### config.mk
export PLATFORM = sky130hd
export DESIGN_NAME = ltssm_sequencer
export DESIGN_NICKNAME = d
export VERILOG_FILES = /design/src/rtl/ltssm_sequencer.sv
export SDC_FILE = /design/constraint.sdc
export NUM_CORES = 1
export LEC_CHECK = 0
export BUFFER_PORTS_ARGS = -buffer_cell sky130_fd_sc_hd__buf_2
export CORE_UTILIZATION = 48
export CTS_CLUSTER_DIAMETER = 40
export CTS_CLUSTER_SIZE = 14
export DETAILED_ROUTE_END_ITERATION = 10
export PLACE_DENSITY = 0.75
export SLEW_MARGIN = 20
export SYNTH_ARGS = -nofsm -noshare
export SYNTH_HDL_FRONTEND = slang
export SYNTH_SLANG_ARGS = --single-unit
### constraint.sdc
create_clock -name clk -period 3.1 [get_ports clk]
set_clock_uncertainty 0.1 [all_clocks]
set_input_delay 0.31 -clock clk [delete_from_list [all_inputs] [get_ports clk]]
set_output_delay 0.31 -clock clk [all_outputs]
set_load 0.02 [all_outputs]
### src/rtl/ltssm_sequencer.sv
// Top-level LTSSM sequencer: owns the substate shared by the Rx and Tx LTSSM halves,
// captures negotiated link parameters and guards each substate with a watchdog.
module ltssm_sequencer #(
    parameter logic [7:0]  LINK_NUMBER_INIT = 8'hF7,
    parameter int unsigned TIMER_WIDTH      = 24,
    parameter int unsigned TIMEOUT_CYCLES   = 6000000
) (
    input  logic       clk,
    input  logic       reset,
    input  logic       rxFinish,
    input  logic [3:0] rxExitTo,
    input  logic       txFinish,
    input  logic [3:0] txExitTo,
    input  logic       detectValid,
    input  logic [4:0] detectedLanes,
    input  logic       rxWriteRateId,
    input  logic [7:0] rxRateId,
    input  logic       rxUpconfig,
    input  logic       rxWriteLinkNumber,
    input  logic [7:0] rxLinkNumber,
    input  logic       lpifRetrain,
    output logic [3:0] substate,
    output logic       substateStart,
    output logic [4:0] numberOfDetectedLanes,
    output logic [7:0] linkNumber,
    output logic [7:0] rateId,
    output logic       upConfigureCapability,
    output logic       linkUp,
    output logic       seqError
);

    localparam logic [3:0] DET_QUIET     = 4'd0;
    localparam logic [3:0] DET_ACTIVE    = 4'd1;
    localparam logic [3:0] L0            = 4'd10;
    localparam logic [3:0] REC_RCVR_LOCK = 4'd11;

    localparam logic [TIMER_WIDTH-1:0] TIMEOUT_LAST = TIMER_WIDTH'(TIMEOUT_CYCLES - 1);

    logic                   rxDone;
    logic                   txDone;
    logic [3:0]             rxExitQ;
    logic [3:0]             txExitQ;
    logic [TIMER_WIDTH-1:0] wdCount;

    logic       rxFinishEff;
    logic       txFinishEff;
    logic       rxHave;
    logic       txHave;
    logic [3:0] rxVal;
    logic [3:0] txVal;
    logic       wdActive;
    logic       wdExpired;
    logic       advance;
    logic       errNext;
    logic [3:0] nextState;

    // Finishes in the first cycle of a substate, or repeats from a side already done, are dropped.
    assign rxFinishEff = rxFinish & ~rxDone & ~substateStart;
    assign txFinishEff = txFinish & ~txDone & ~substateStart;
    assign rxHave      = rxDone | rxFinishEff;
    assign txHave      = txDone | txFinishEff;
    assign rxVal       = rxDone ? rxExitQ : rxExitTo;
    assign txVal       = txDone ? txExitQ : txExitTo;
    assign wdActive    = (substate != DET_QUIET) && (substate != L0);
    assign wdExpired   = wdActive && (wdCount == TIMEOUT_LAST);

    // Priority: both sides done, single-side fallback to DetQuiet, retrain, then watchdog.
    always_comb begin
        advance   = 1'b0;
        errNext   = 1'b0;
        nextState = substate;
        if (rxHave && txHave) begin
            advance   = 1'b1;
            nextState = rxVal;
            errNext   = (rxVal != txVal);
        end else if ((rxFinishEff && rxExitTo == DET_QUIET) ||
                     (txFinishEff && txExitTo == DET_QUIET)) begin
            advance   = 1'b1;
            nextState = DET_QUIET;
        end else if (substate == L0 && lpifRetrain) begin
            advance   = 1'b1;
            nextState = REC_RCVR_LOCK;
        end else if (wdExpired) begin
            advance   = 1'b1;
            nextState = DET_QUIET;
            errNext   = 1'b1;
        end
        if (advance && nextState > REC_RCVR_LOCK) begin
            nextState = DET_QUIET;
            errNext   = 1'b1;
        end
    end

    always_ff @(posedge clk or negedge reset) begin
        if (!reset) begin
            substate      <= DET_QUIET;
            substateStart <= 1'b0;
            linkUp        <= 1'b0;
            seqError      <= 1'b0;
            rxDone        <= 1'b0;
            txDone        <= 1'b0;
            rxExitQ       <= 4'd0;
            txExitQ       <= 4'd0;
            wdCount       <= '0;
        end else begin
            substateStart <= advance;
            seqError      <= errNext;
            if (advance) begin
                substate <= nextState;
                linkUp   <= (nextState == L0);
                rxDone   <= 1'b0;
                txDone   <= 1'b0;
                wdCount  <= '0;
            end else begin
                if (rxFinishEff) begin
                    rxDone  <= 1'b1;
                    rxExitQ <= rxExitTo;
                end
                if (txFinishEff) begin
                    txDone  <= 1'b1;
                    txExitQ <= txExitTo;
                end
                wdCount <= wdActive ? wdCount + 1'b1 : '0;
            end
        end
    end

    // Returning to DetQuiet discards negotiated parameters, even against a same-cycle capture.
    always_ff @(posedge clk or negedge reset) begin
        if (!reset) begin
            numberOfDetectedLanes <= 5'd0;
            linkNumber            <= LINK_NUMBER_INIT;
            rateId                <= 8'd0;
            upConfigureCapability <= 1'b0;
        end else if (advance && nextState == DET_QUIET) begin
            numberOfDetectedLanes <= 5'd0;
            linkNumber            <= LINK_NUMBER_INIT;
            rateId                <= 8'd0;
            upConfigureCapability <= 1'b0;
        end else begin
            if (detectValid && substate == DET_ACTIVE) begin
                numberOfDetectedLanes <= detectedLanes;
            end
            if (rxWriteRateId) begin
                rateId                <= rxRateId;
                upConfigureCapability <= rxUpconfig;
            end
            if (rxWriteLinkNumber) begin
                linkNumber <= rxLinkNumber;
            end
        end
    end

endmodule
== Word level (Yosys, flattened, before mapping) ==
Index checks and enable logic that the tools add are counted.

* Flip-flop bits (word level): 63
* Output and inout port bits: 29

* $lt $le $gt $ge: 1
* Reduce and logical (&&, ||, !) cells: 21
* Bitwise logic cells: 10
* Eq/ne operators: 6
* Multiplexer cells: 29
* $add $sub $neg: 1

{| class="wikitable"
|+ Operators by type and width
! operator !! number
|-
| 2-to-1 mux 24 bit || 2
|-
| 2-to-1 mux 8 bit || 4
|-
| 2-to-1 mux 4 bit || 7
|-
| adder 24 x 1 -> 24 bit, second input constant || 1
|-
| == test 24 x 23 -> 1 bit, second input constant || 1
|-
| 2-to-1 mux 1 bit || 14
|-
| logical NOT 4 bit || 3
|-
| 2-to-1 mux 5 bit || 2
|-
| nonzero test 2 bit || 5
|-
| logical AND 1 bit || 9
|-
| == test 4 bit, second input constant || 2
|-
| bitwise AND 1 bit || 4
|-
| == test 4 x 1 -> 1 bit, second input constant || 1
|-
| greater-than comparator 4 bit, second input constant || 1
|-
| != test 4 bit || 1
|-
| != test 4 bit, second input constant || 1
|-
| inverter 1 bit || 4
|-
| AND reduction 2 bit || 2
|-
| nonzero test 4 bit || 1
|-
| OR 1 bit || 2
|-
| logical OR 1 bit || 1
|}

== Logic depth before layout (Yosys ltp) ==
Gate-level depths: netlist of run 1.

* Depth in word-level cells: 13
* Gate-level depth with buffers: 10
* Gate-level depth less buffers: 6

== Worst setup path after synthesis of run 1 ==
Ideal clock, no wire load.

* Path type: flip-flop to flip-flop
* Start: register wdCount[7]
* End: register rxExitQ[0]
* Period minus slack after synthesis: 2.905 ns
* Slack: 0.195 ns
* Setup time: 0.128 ns
* Stages on the path, launching flop included: 8
* Data arrival time: 2.678 ns
* Buffers on the path: 1
* Cells stage by stage: dfrtp_1 or4b_1 or4_1 or4_4 and3_1 buf_2 nand4_2 mux2_1

* Cells in the longest elaborated chain, start to end: 8

{| class="wikitable"
|+ RTL lines
! item !! line !! source
|-
| start, declared || 43 || <nowiki>logic [TIMER_WIDTH-1:0] wdCount;</nowiki>
|-
| start signal, assigned || 123 || <nowiki>wdCount <= wdActive ? wdCount + 1'b1 : '0;</nowiki>
|-
| == test 24 x 23 -> 1 bit || 65 || <nowiki>assign wdExpired = wdActive && (wdCount == TIMEOUT_LAST);</nowiki>
|-
| logical AND 1 bit || 65 ||
|-
| 2-to-1 mux 1 bit || 83 || <nowiki>end else if (wdExpired) begin</nowiki>
|-
| 2-to-1 mux 1 bit || 80 || <nowiki>end else if (substate == L0 && lpifRetrain) begin</nowiki>
|-
| 2-to-1 mux 1 bit || 76 || <nowiki>end else if ((rxFinishEff && rxExitTo == DET_QUIET) ||</nowiki>
|-
| 2-to-1 mux 1 bit || 72 || <nowiki>if (rxHave && txHave) begin</nowiki>
|-
| inverter 1 bit (no source line) || n/a ||
|-
| AND reduction 2 bit (no source line) || n/a ||
|-
| end signal, assigned || 117 || <nowiki>rxExitQ <= rxExitTo;</nowiki>
|-
| end, declared || 41 || <nowiki>logic [3:0] rxExitQ;</nowiki>
|}

No other way between the ends.
A chain may end at the register's enable or synchronous reset.

== Worst setup path in the final report of run 1 ==
* Start: register wdCount[7]
* End: register rxExitQ[1]

Same word-level chain as after synthesis.

==> results of run 1 <==
==> cell families after synthesis <==
kind of cell | count (synthesis)
XOR/XNOR | 26
buffers and inverters | 19
AO/OA/AOI/OAI | 24
flip-flops | 63
multiplexers | 31
adder cells (fa/ha/maj) | 1
AND/OR/NAND/NOR | 113
==> worst max-delay path, delay by kind of cell, from the launching register on <==
family | cells | cell delay, ns
flops | 1 | 0.42
mux | 1 | 0.34
simple gates | 5 | 2.01
==> routing by layer <==
layer | part of all wire | GRT usage | routed length [µm]
met5 | 0 | 0 | 0
met4 | 0.024 | 0.105 | 142
met3 | 0.062 | 0.0506 | 366
met2 | 0.45 | 0.320 | 2640
met1 | 0.46 | 0.250 | 2720
==> power groups by stage <==
stage	Combinational, W	Clock, W	Sequential (W)
2_1_floorplan	0.000718	0	0.00145
3_3_place_gp	0.00123	0	0.00127
3_5_place_dp	0.00127	0	0.00129
4_1_cts	0.00127	0.000784	0.00127
5_1_grt	0.00137	0.000821	0.00131
6_report	0.00125	0.000763	0.00127
==> metrics by stage <==
step	power [W]	hold WS [ns]	utilization	setup slack, ns	cells
after global routing	0.00350	0.0757	0.604	0.0220	426
after detailed placement	0.00255	0.381	0.568	0.124	410
final	0.00329	0.0282	0.604	0.126	426
after floorplan	0.00217	-0.0856	-	0.195	277
after CTS	0.00333	0.0530	0.604	0.122	426
after global placement	0.00250	0.374	0.568	0.179	410
==> synth_stat cells, drive strengths merged (5+ instances only) <==
master / number
dfstp: 7
mux2: 8
dfrtp: 56
nor3: 5
and3: 7
xnor2: 10
buf: 7
a21oi: 5
mux2i: 23
nor2b: 9
nor2: 50
xor2: 16
nand3: 13
nand2: 13
inv: 8
a211o: 8
==> state kept, by name, summed over array words and instances, names as in the netlist, 4 cells and up <==
| name | flops |
|---|---|
| linkNumber | 8 |
| numberOfDetectedLanes | 5 |
| rateId | 8 |
| rxExitQ | 4 |
| substate | 4 |
| txExitQ | 4 |
| wdCount | 24 |
==> worst max-delay path by stage <==
stage	slack [ns]	cells past startpoint	endpoint
2_1_floorplan	0.19	7	rxExitQ[0]$_DFFE_PN0P_
3_3_place_gp	0.18	6	rxExitQ[0]$_DFFE_PN0P_
3_5_place_dp	0.12	6	rxExitQ[1]$_DFFE_PN0P_
4_1_cts	0.12	6	rxExitQ[1]$_DFFE_PN0P_
5_1_grt	0.02	6	rxExitQ[2]$_DFFE_PN0P_
6_report	0.13	6	rxExitQ[1]$_DFFE_PN0P_
==> final cells by class <==
cell class | count | area, µm² | share of cell area
Clock buffer | 10 | 128 | 0.0355
Clock inverter | 6 | 85.1 | 0.0236
Timing Repair Buffer | 69 | 378 | 0.105
Sequential cell | 63 | 1590 | 0.441
Inverter | 8 | 30.0 | 0.00834
Tap cell | 75 | 93.8 | 0.0261
Multi-Input combinational cell | 195 | 1300 | 0.361
==> flow_summary_export.csv, run 1 <==
group,metric,value,unit
outcome,status,"complete, no violations",
synthesis,synth_compound_area_frac,0.0605,
synthesis,yosysWarnings,0,
synthesis,yosys.area_share.simple,0.187,
synthesis,syn_area,2980,µm²
routing,drt_iter0_drc,56,
clocking,numCtsBuffers,9,
global_route,grt_pass1_vias,2099,
pwr,swShare,0.374,
synthesis,synthMuxAreaShare,0.108,
worst_setup_path,crit_arrival,3.10,ns
floorplanning,fp.coreArea,5960,µm²
routing,dr.pass1.iters,4,
synthesis,ys_seq_area_frac,0.532,
synthesis,synth_top_family_by_area,"simple AND/OR/NAND/NOR gates",
synthesis,ys_async_sr_fraction,1.00,
pwr,ir_drop,0.000449,V
synthesis,syn_area_per_cell,10.8,µm²
clocking,post_cts_buffers,0,
job,maxCapViolCount,0,
global_route,grt_pass1_wl,9.60,mm
placed_design,hpwl,4.22,mm
worst_setup_path,path_cells,"or4b_1 -> or4_1 -> or4_4 -> and3_1 -> nand4_2 -> mux2_1",
timing,drv_slew,0,
timing,slew_headroom,0.481,
cells_and_area,mostFrequentLayoutCell,"buf_2",
pwr,p_seq_frac,0.387,
global_route,antenna_found_initial,0,
placed_design,place_area,3390,µm²
timing,finalSetupViolations,0,
cells_and_area,final_cell_area,3600,µm²
routing,wl_per_cell,13.8,µm
worst_setup_path,cp.required,3.22,ns
worst_setup_path,worstSetupPathType,"reg -> reg",
timing,min_period,2.97,ns
worst_setup_path,slowest_stage,"or4_4",
routing,ant_nets,0,
clocking,clk_path_buf_depth,2,
synthesis,ys.flop_type,"dfrtp_1",
cells_and_area,layout-drive-gt1-share,0.282,
pwr,p_int,0.00206,W
synthesis,yosys.area_share.adder,0.00420,
floorplanning,die-area,6520,µm²
clocking,cts_root_buffer,"clkbuf_8",
clocking,h-tree-depth,3,
synthesis,synth_top_area_frac,0.471,
clocking,clk_pin_slew_worst_paths,0.07,ns
clocking,clkSinkCount,63,
routing,wl,5.87,mm
synthesis,synth_seq_cells,63,
synthesis,synth-edff-count,0,
synthesis,yosys.cell_types.count,45,
timing,hold_violations,0,
clocking,clock_latency,0.34,ns
worst_hold_path,hold_class,"in -> async",
synthesis,synth_xor_area_frac,0.0765,
worst_setup_path,cpPeakStageDelay,0.57,ns
worst_setup_path,end_kind,"flop",
worst_setup_path,regToRegSetupSlack,0.13,ns
timing,finalCritPeriodShare,0.959,
pwr,switchingPower,0.00123,W
floorplanning,row_count,28,
cells_and_area,mostFrequentLayoutCells,"buf_2, dfrtp_1, nor2_1",
synthesis,synth.area.top_cells,"dfrtp_1, mux2i_1, dfstp_2",
worst_setup_path,crit_start,"wdCount[7]$_DFF_PN0_",
cells_and_area,area_delta_synth_final,20.8,%
pwr,cellLeakagePower,1.77,nW
worst_setup_path,r2r-start,"wdCount[7]$_DFF_PN0_",
clocking,cts_hold_buf,0,
timing,worst_pin_slew,0.779,ns
timing,fmax,336,MHz
clocking,cts.repair.resized,0,
pwr,clkPwrFrac,0.232,
floorplanning,start_util,0.500,
global_route,grt_overflow,0,
synthesis,yosys.area.top_type,"dfrtp_1",
clocking,cts_tree,"yes",
routing,via_count,2240,
worst_setup_path,r2r_cells,6,
placed_design,io_buffers,66,
cells_and_area,fin_nets,385,
timing,rsz0062_at_grt,"false",
floorplanning,die_w,80.8,µm
routing,route.detailed.drc,0,
worst_setup_path,crit_fanout,6,
placed_design,gp_congestion,0.756,
synthesis,synth_nets,316,
floorplanning,io_pins,67,
global_route,grt_max_degree,64,
global_route,grt_usage,0.200,
floorplanning,die_h,80.8,µm
synthesis,syn_inst,277,
pwr,power_density,913,nW/µm²
cells_and_area,diodes,0,
cells_and_area,fill_cells,510,
pwr,pwr-share-comb,0.381,
worst_setup_path,startpoint_type,"flop",
timing,tns,0,ns
routing,viasPerCell,5.26,
worst_setup_path,r2r_end,"rxExitQ[1]$_DFFE_PN0P_",
Note: power is estimated with default switching activity, not from simulation.
==> run 2, diff against run 1 <==
--- a/config.mk
+++ b/config.mk
@@ -10,6 +10,8 @@
 export CTS_CLUSTER_DIAMETER = 40
 export CTS_CLUSTER_SIZE = 14
 export DETAILED_ROUTE_END_ITERATION = 10
+export GPL_TIMING_DRIVEN = 0
+export HOLD_SLACK_MARGIN = 0.12
 export PLACE_DENSITY = 0.75
 export SLEW_MARGIN = 20
 export SYNTH_ARGS = -nofsm -noshare
==> run 2 against run 1 <==
- highest routed layer unchanged
- die area is the same
- flip-flop and latch count is the same
- largest cell class unchanged
- register-to-register slack lost 0.04 ns
- routed wire length grew 6.6%
- first-iteration DRC count grew 84%
- clock power shrank 13%
- power shrank 1.6%
- count of clock-buffer cells in the layout grew 2
- critical path depth is the same
- global-route usage grew 0.36 points
==> flow_summary_export.csv, run 2 (synthesis results as in run 1) <==
group,metric,value,unit
global_route,grt_usage,0.204,
floorplanning,die_h,80.8,µm
routing,route.detailed.drc,0,
worst_setup_path,end_kind,"flop",
global_route,grt_max_degree,64,
clocking,clk_path_buf_depth,2,
cells_and_area,layout-drive-gt1-share,0.272,
clocking,cts_root_buffer,"clkbuf_8",
timing,finalCritPeriodShare,0.972,
cells_and_area,stdcell_count,457,
worst_hold_path,worstHoldEndpoint,"rateId[3]$_DFFE_PN0P_",
pwr,p_seq_frac,0.384,
timing,drv_slew,0,
floorplanning,die-area,6520,µm²
cells_and_area,reg_top3,"wdCount x24, linkNumber x8, rateId x8",
timing,hold_violations,0,
cells_and_area,diodes,0,
cells_and_area,fill_cells,492,
pwr,p_int,0.00200,W
cells_and_area,fin_nets,416,
routing,drt_iter0_drc,103,
outcome,status,"complete, no violations",
timing,slew_headroom,0.483,
worst_setup_path,r2r_end,"rxExitQ[0]$_DFFE_PN0P_",
cells_and_area,mostFrequentLayoutCell,"buf_2",
routing,wl,6.26,mm
clocking,h-tree-depth,3,
worst_setup_path,startpoint_type,"flop",
pwr,clkPwrFrac,0.205,
cells_and_area,largest_reg_flops,24,
worst_hold_path,hold_class,"in -> reg",
pwr,cellLeakagePower,1.88,nW
worst_hold_path,hold_start,"rxRateId[3]",
floorplanning,io_pins,67,
clocking,clock_latency,0.33,ns
clocking,clk_pin_slew_worst_paths,0.07,ns
worst_setup_path,crit_arrival,3.13,ns
global_route,grt_pass1_wl,9.99,mm
worst_setup_path,regToRegSetupSlack,0.09,ns
placed_design,hpwl,4.23,mm
global_route,grt_overflow,0,
timing,fmax,332,MHz
routing,ant_nets,0,
job,maxCapViolCount,0,
worst_setup_path,crit_fanout,6,
cells_and_area,mostFrequentLayoutCells,"buf_2, dfrtp_1, nor2_1",
worst_setup_path,r2r_cells,6,
pwr,swShare,0.383,
routing,via_count,2364,
cells_and_area,regMostFlops,"wdCount",
cells_and_area,fin_util,0.643,
cells_and_area,area_delta_synth_final,28.7,%
floorplanning,row_count,28,
routing,wl_per_cell,13.7,µm
routing,dr.pass1.iters,4,
global_route,antenna_found_initial,0,
pwr,power_density,844,nW/µm²
pwr,switchingPower,0.00124,W
routing,viasPerCell,5.17,
floorplanning,start_util,0.500,
worst_hold_path,hold_depth,3,
clocking,numCtsBuffers,9,
global_route,grt_pass1_vias,2247,
placed_design,dp_cells,417,
pwr,pwr-share-comb,0.411,
worst_setup_path,r2r-start,"wdCount[7]$_DFF_PN0_",
worst_setup_path,cp.required,3.21,ns
clocking,clkSinkCount,63,
timing,min_period,3.01,ns
floorplanning,fp.coreArea,5960,µm²
pwr,ir_drop,0.000562,V
placed_design,io_buffers,65,
floorplanning,die_w,80.8,µm
placed_design,gp_congestion,0.795,
clocking,cts_tree,"yes",
timing,finalSetupViolations,0,
timing,worst_pin_slew,0.775,ns
worst_setup_path,worstSetupPathType,"reg -> reg",
[run 2: cell count changes in the layout (fill, tap and decap cells not counted), sizes merged]
cell         delta
buf             +7
dlygate4sd3    +20
clkinvlp        -1
bufinv          -1
clkbuf          +6
[run 2: stage by stage]
step	hold WS, ns	setup slack [ns]	total power, W	TNS (ns)	cell area (µm²)
6_report	0.131	0.0858	0.00323	0	3830
5_1_grt	0.139	-0.0154	0.00346	-0.0206	3830
4_1_cts	0.120	0.0105	0.00325	0	3780
3_5_place_dp	0.337	0.0218	0.00255	0	3400
3_3_place_gp	0.374	0.0345	0.00252	0	3400
2_1_floorplan	-0.0856	0.195	0.00217	0	2980
[run 2: power by group through the flow]
stage / Combinational (W) / Sequential, W / Clock (W)
finish: 0.00133 / 0.00124 / 0.000664
global route: 0.00146 / 0.00127 / 0.000725
global placement: 0.00128 / 0.00124 / 0
detailed placement: 0.00130 / 0.00125 / 0
floorplan: 0.000718 / 0.00145 / 0
CTS: 0.00132 / 0.00124 / 0.000685
[run 2: worst max-delay path by stage]
stage,slack (ns),startpoint,depth (start not counted),end
floorplan,0.19,wdCount[7]$_DFF_PN0_,7,rxExitQ[0]$_DFFE_PN0P_
global placement,0.03,wdCount[7]$_DFF_PN0_,7,rxExitQ[0]$_DFFE_PN0P_
detailed placement,0.02,wdCount[7]$_DFF_PN0_,7,rxExitQ[3]$_DFFE_PN0P_
CTS,0.01,wdCount[7]$_DFF_PN0_,7,rxExitQ[0]$_DFFE_PN0P_
global route,-0.02,wdCount[7]$_DFF_PN0_,6,rxExitQ[3]$_DFFE_PN0P_
finish,0.09,wdCount[7]$_DFF_PN0_,6,rxExitQ[0]$_DFFE_PN0P_
[run 2: repair_timing]
| action | 4_1_cts | 5_1_grt |
|---|---|---|
| endpoints found under the setup margin | 0 | 48 |
| gates resized for setup | 0 | 3 |
| hold endpoints to repair | 75 | 0 |
| hold buffers | 20 | 0 |
| buffers inserted | 0 | 5 |
[run 2: routing by layer]
| metal | share of wire | routed length (µm) | GRT usage | vias to the layer above |
|---|---|---|---|---|
| met2 | 0.48 | 2990 | 0.339 | 69 |
| met5 | 0 | 0 | 0 | - |
| li1 | - | - | - | 1157 |
| met3 | 0.053 | 329 | 0.0562 | 9 |
| met4 | 0.014 | 90 | 0.0857 | 0 |
| met1 | 0.45 | 2840 | 0.249 | 1129 |
[run 2: area by class of cell]
type                       instances  area, µm²  area share
multi-input combinational        195       1320       0.343
timing repair buffer              90        566       0.148
buffer                            10       58.8      0.0153
inverter                           8       30.0     0.00784
clock inverter                     4       47.5      0.0124
tap                               75       93.8      0.0245
sequential                        63       1590       0.414
clock buffer                      12        135      0.0353
[run 2: critical path, stage by stage (launching register included)]
cell and delay (ns):
dfrtp_1 0.41, or4b_1 0.54, or4_4 0.50, or4_4 0.54, and3_1 0.31, nand4_4 0.17
mux2_1 0.33
==> run 3, diff against run 2 <==
--- a/config.mk
+++ b/config.mk
@@ -10,7 +10,6 @@
 export CTS_CLUSTER_DIAMETER = 40
 export CTS_CLUSTER_SIZE = 14
 export DETAILED_ROUTE_END_ITERATION = 10
-export GPL_TIMING_DRIVEN = 0
 export HOLD_SLACK_MARGIN = 0.12
 export PLACE_DENSITY = 0.75
 export SLEW_MARGIN = 20
==> constraint.sdc (replaced) <==
create_clock -name clk -period 2.72 [get_ports clk]
set_clock_uncertainty 0.1 [all_clocks]
set_input_delay 0.272 -clock clk [delete_from_list [all_inputs] [get_ports clk]]
set_output_delay 0.272 -clock clk [all_outputs]
set_load 0.02 [all_outputs]
==> run 3 against run 2 <==
- utilization up 3.0 points
- clock power up 34%
- worst setup slack worse by 0.047 ns
- sequential share of layout area down 1.8 points
- maximum frequency up 12%
- die area unchanged
- register-to-register slack worse by 0.05 ns
- flip-flop and latch count unchanged
- sequential power up 18%
- routed wire length up 5.1%
- cell area up 4.7%
- non-clock buffer count up 6
- highest routed layer unchanged
==> flow_summary_export.csv, run 3 (synthesis results as in run 1) <==
group,metric,value,unit
worst_setup_path,worstSetupPathType,"reg -> reg",
floorplanning,die_h,80.8,µm
global_route,antenna_found_initial,0,
clocking,numCtsBuffers,9,
floorplanning,fp.coreArea,5960,µm²
worst_hold_path,hold_start,"rxFinish",
timing,finalCritPeriodShare,0.986,
worst_setup_path,cpPeakStageDelay,0.50,ns
pwr,p_seq_frac,0.373,
clocking,clk_path_buf_depth,2,
timing,min_period,2.68,ns
timing,hold_violations,0,
routing,drt_iter0_drc,138,
global_route,grt_usage,0.217,
clocking,h-tree-depth,3,
worst_setup_path,crit_fanout,5,
routing,wl,6.58,mm
routing,viasPerCell,5.12,
global_route,grt_max_degree,35,
cells_and_area,fin_util,0.674,
cells_and_area,fin_nets,422,
worst_setup_path,cp.required,2.84,ns
worst_hold_path,hold_class,"in -> reg",
timing,worst_pin_slew,0.702,ns
pwr,p_int,0.00244,W
pwr,power_density,972,nW/µm²
cells_and_area,area_delta_synth_final,34.7,%
cells_and_area,largest_reg_flops,24,
worst_setup_path,r2r_cells,6,
cells_and_area,final_cell_area,4010,µm²
worst_setup_path,regToRegSetupSlack,0.04,ns
routing,ant_nets,0,
global_route,grt_overflow,0,
worst_setup_path,crit_arrival,2.80,ns
clocking,cts_tree,"yes",
timing,drv_slew,0,
floorplanning,row_count,28,
pwr,swShare,0.374,
worst_setup_path,end_kind,"flop",
timing,tns,0,ns
routing,wl_per_cell,14.2,µm
floorplanning,start_util,0.500,
worst_setup_path,slowest_stage,"or4b_1",
floorplanning,die-area,6520,µm²
timing,rsz0062_at_grt,"true",
clocking,clock_latency,0.34,ns
placed_design,gp_congestion,0.845,
worst_setup_path,r2r-start,"wdCount[9]$_DFF_PN0_",
placed_design,hpwl,4.15,mm
floorplanning,io_pins,67,
job,maxCapViolCount,0,
worst_hold_path,hold_depth,3,
worst_hold_path,worstHoldEndpoint,"rxDone$_DFFE_PN0P_",
clocking,clk_pin_slew_worst_paths,0.08,ns
pwr,pwr-share-comb,0.399,
timing,slew_headroom,0.532,
pwr,cellLeakagePower,1.96,nW
worst_setup_path,r2r_end,"txExitQ[3]$_DFFE_PN0P_",
worst_setup_path,path_cells,"or4b_1 -> or4_1 -> or4_4 -> and3_4 -> nand2_4 -> mux2_2",
global_route,grt_pass1_wl,10.5,mm
outcome,status,"complete, no violations",
placed_design,place_area,3440,µm²
global_route,grt_pass1_vias,2263,
floorplanning,die_w,80.8,µm
timing,fmax,373,MHz
cells_and_area,mostFrequentLayoutCells,"buf_2, dfrtp_1, nor2_1",
cells_and_area,regMostFlops,"wdCount",
cells_and_area,layout-drive-gt1-share,0.284,
routing,route.detailed.drc,0,
clocking,clkSinkCount,63,
clocking,cts_root_buffer,"clkbuf_8",
pwr,switchingPower,0.00146,W
placed_design,io_buffers,66,
pwr,clkPwrFrac,0.228,
cells_and_area,diodes,0,
worst_setup_path,startpoint_type,"flop",
pwr,ir_drop,0.000561,V
cells_and_area,reg_top3,"wdCount x24, linkNumber x8, rateId x8",
timing,finalSetupViolations,0,
cells_and_area,mostFrequentLayoutCell,"buf_2",
routing,dr.pass1.iters,4,
routing,via_count,2372,
run 3: how the worst max path moves through the flow:
stage | startpoint | endpoint | cells after the start
global placement | wdCount[9]$_DFF_PN0_ | txExitQ[2]$_DFFE_PN0P_ | 6
finish | wdCount[9]$_DFF_PN0_ | txExitQ[3]$_DFFE_PN0P_ | 6
CTS | wdCount[9]$_DFF_PN0_ | txExitQ[3]$_DFFE_PN0P_ | 6
global route | wdCount[9]$_DFF_PN0_ | txExitQ[3]$_DFFE_PN0P_ | 6
floorplan | wdCount[7]$_DFF_PN0_ | rxExitQ[0]$_DFFE_PN0P_ | 7
detailed placement | wdCount[9]$_DFF_PN0_ | txExitQ[3]$_DFFE_PN0P_ | 6
run 3: metrics by stage:
stage | hold WS, ns | setup slack, ns | std cells | total power (W)
2_1_floorplan | -0.124 | 0.00391 | 277 | 0.00253
3_3_place_gp | 0.247 | 0.0759 | 412 | 0.00293
3_5_place_dp | 0.257 | 0.0335 | 412 | 0.00297
4_1_cts | 0.121 | 0.0168 | 459 | 0.00390
5_1_grt | 0.202 | -0.0310 | 463 | 0.00415
6_report | 0.163 | 0.0385 | 463 | 0.00390
run 3: layer usage:
metal	wire length, µm	up-vias	global-route usage	part of all wire
met5	0	-	0	0
li1	-	1171	-	-
met2	3310	55	0.359	0.50
met1	2900	1142	0.270	0.44
met4	39	0	0.0679	0.0059
met3	327	4	0.0719	0.050
run 3: power groups by stage:
stage	sequential, W	combinational [W]	clock [W]
after global placement	0.00146	0.00147	0
after CTS	0.00145	0.00154	0.000917
after detailed placement	0.00147	0.00150	0
final	0.00146	0.00156	0.000888
after global routing	0.00149	0.00170	0.000961
after floorplan	0.00165	0.000882	0
run 3: critical path, delay by kind of cell (launching register included):
family	cells	cell delay, ns
simple gates	5	1.74
flops	1	0.39
mux	1	0.33
run 3: repair_timing:
item / in CTS / in global routing
setup buffers: 0 / 3
endpoints found under the setup margin: 0 / 18
resized for setup: 0 / 1
endpoints found under the hold margin: 59 / 1
hold buffers: 31 / 1
run 3: final cells by class:
cell class / instances / area (µm²)
inverters: 8 / 30.0
multi-input cells: 195 / 1330
clock buffers: 9 / 124
well taps: 75 / 93.8
clock inverters: 7 / 97.6
flip-flops and latches: 63 / 1590
repair buffers: 106 / 748
fillers: 427 / 1940
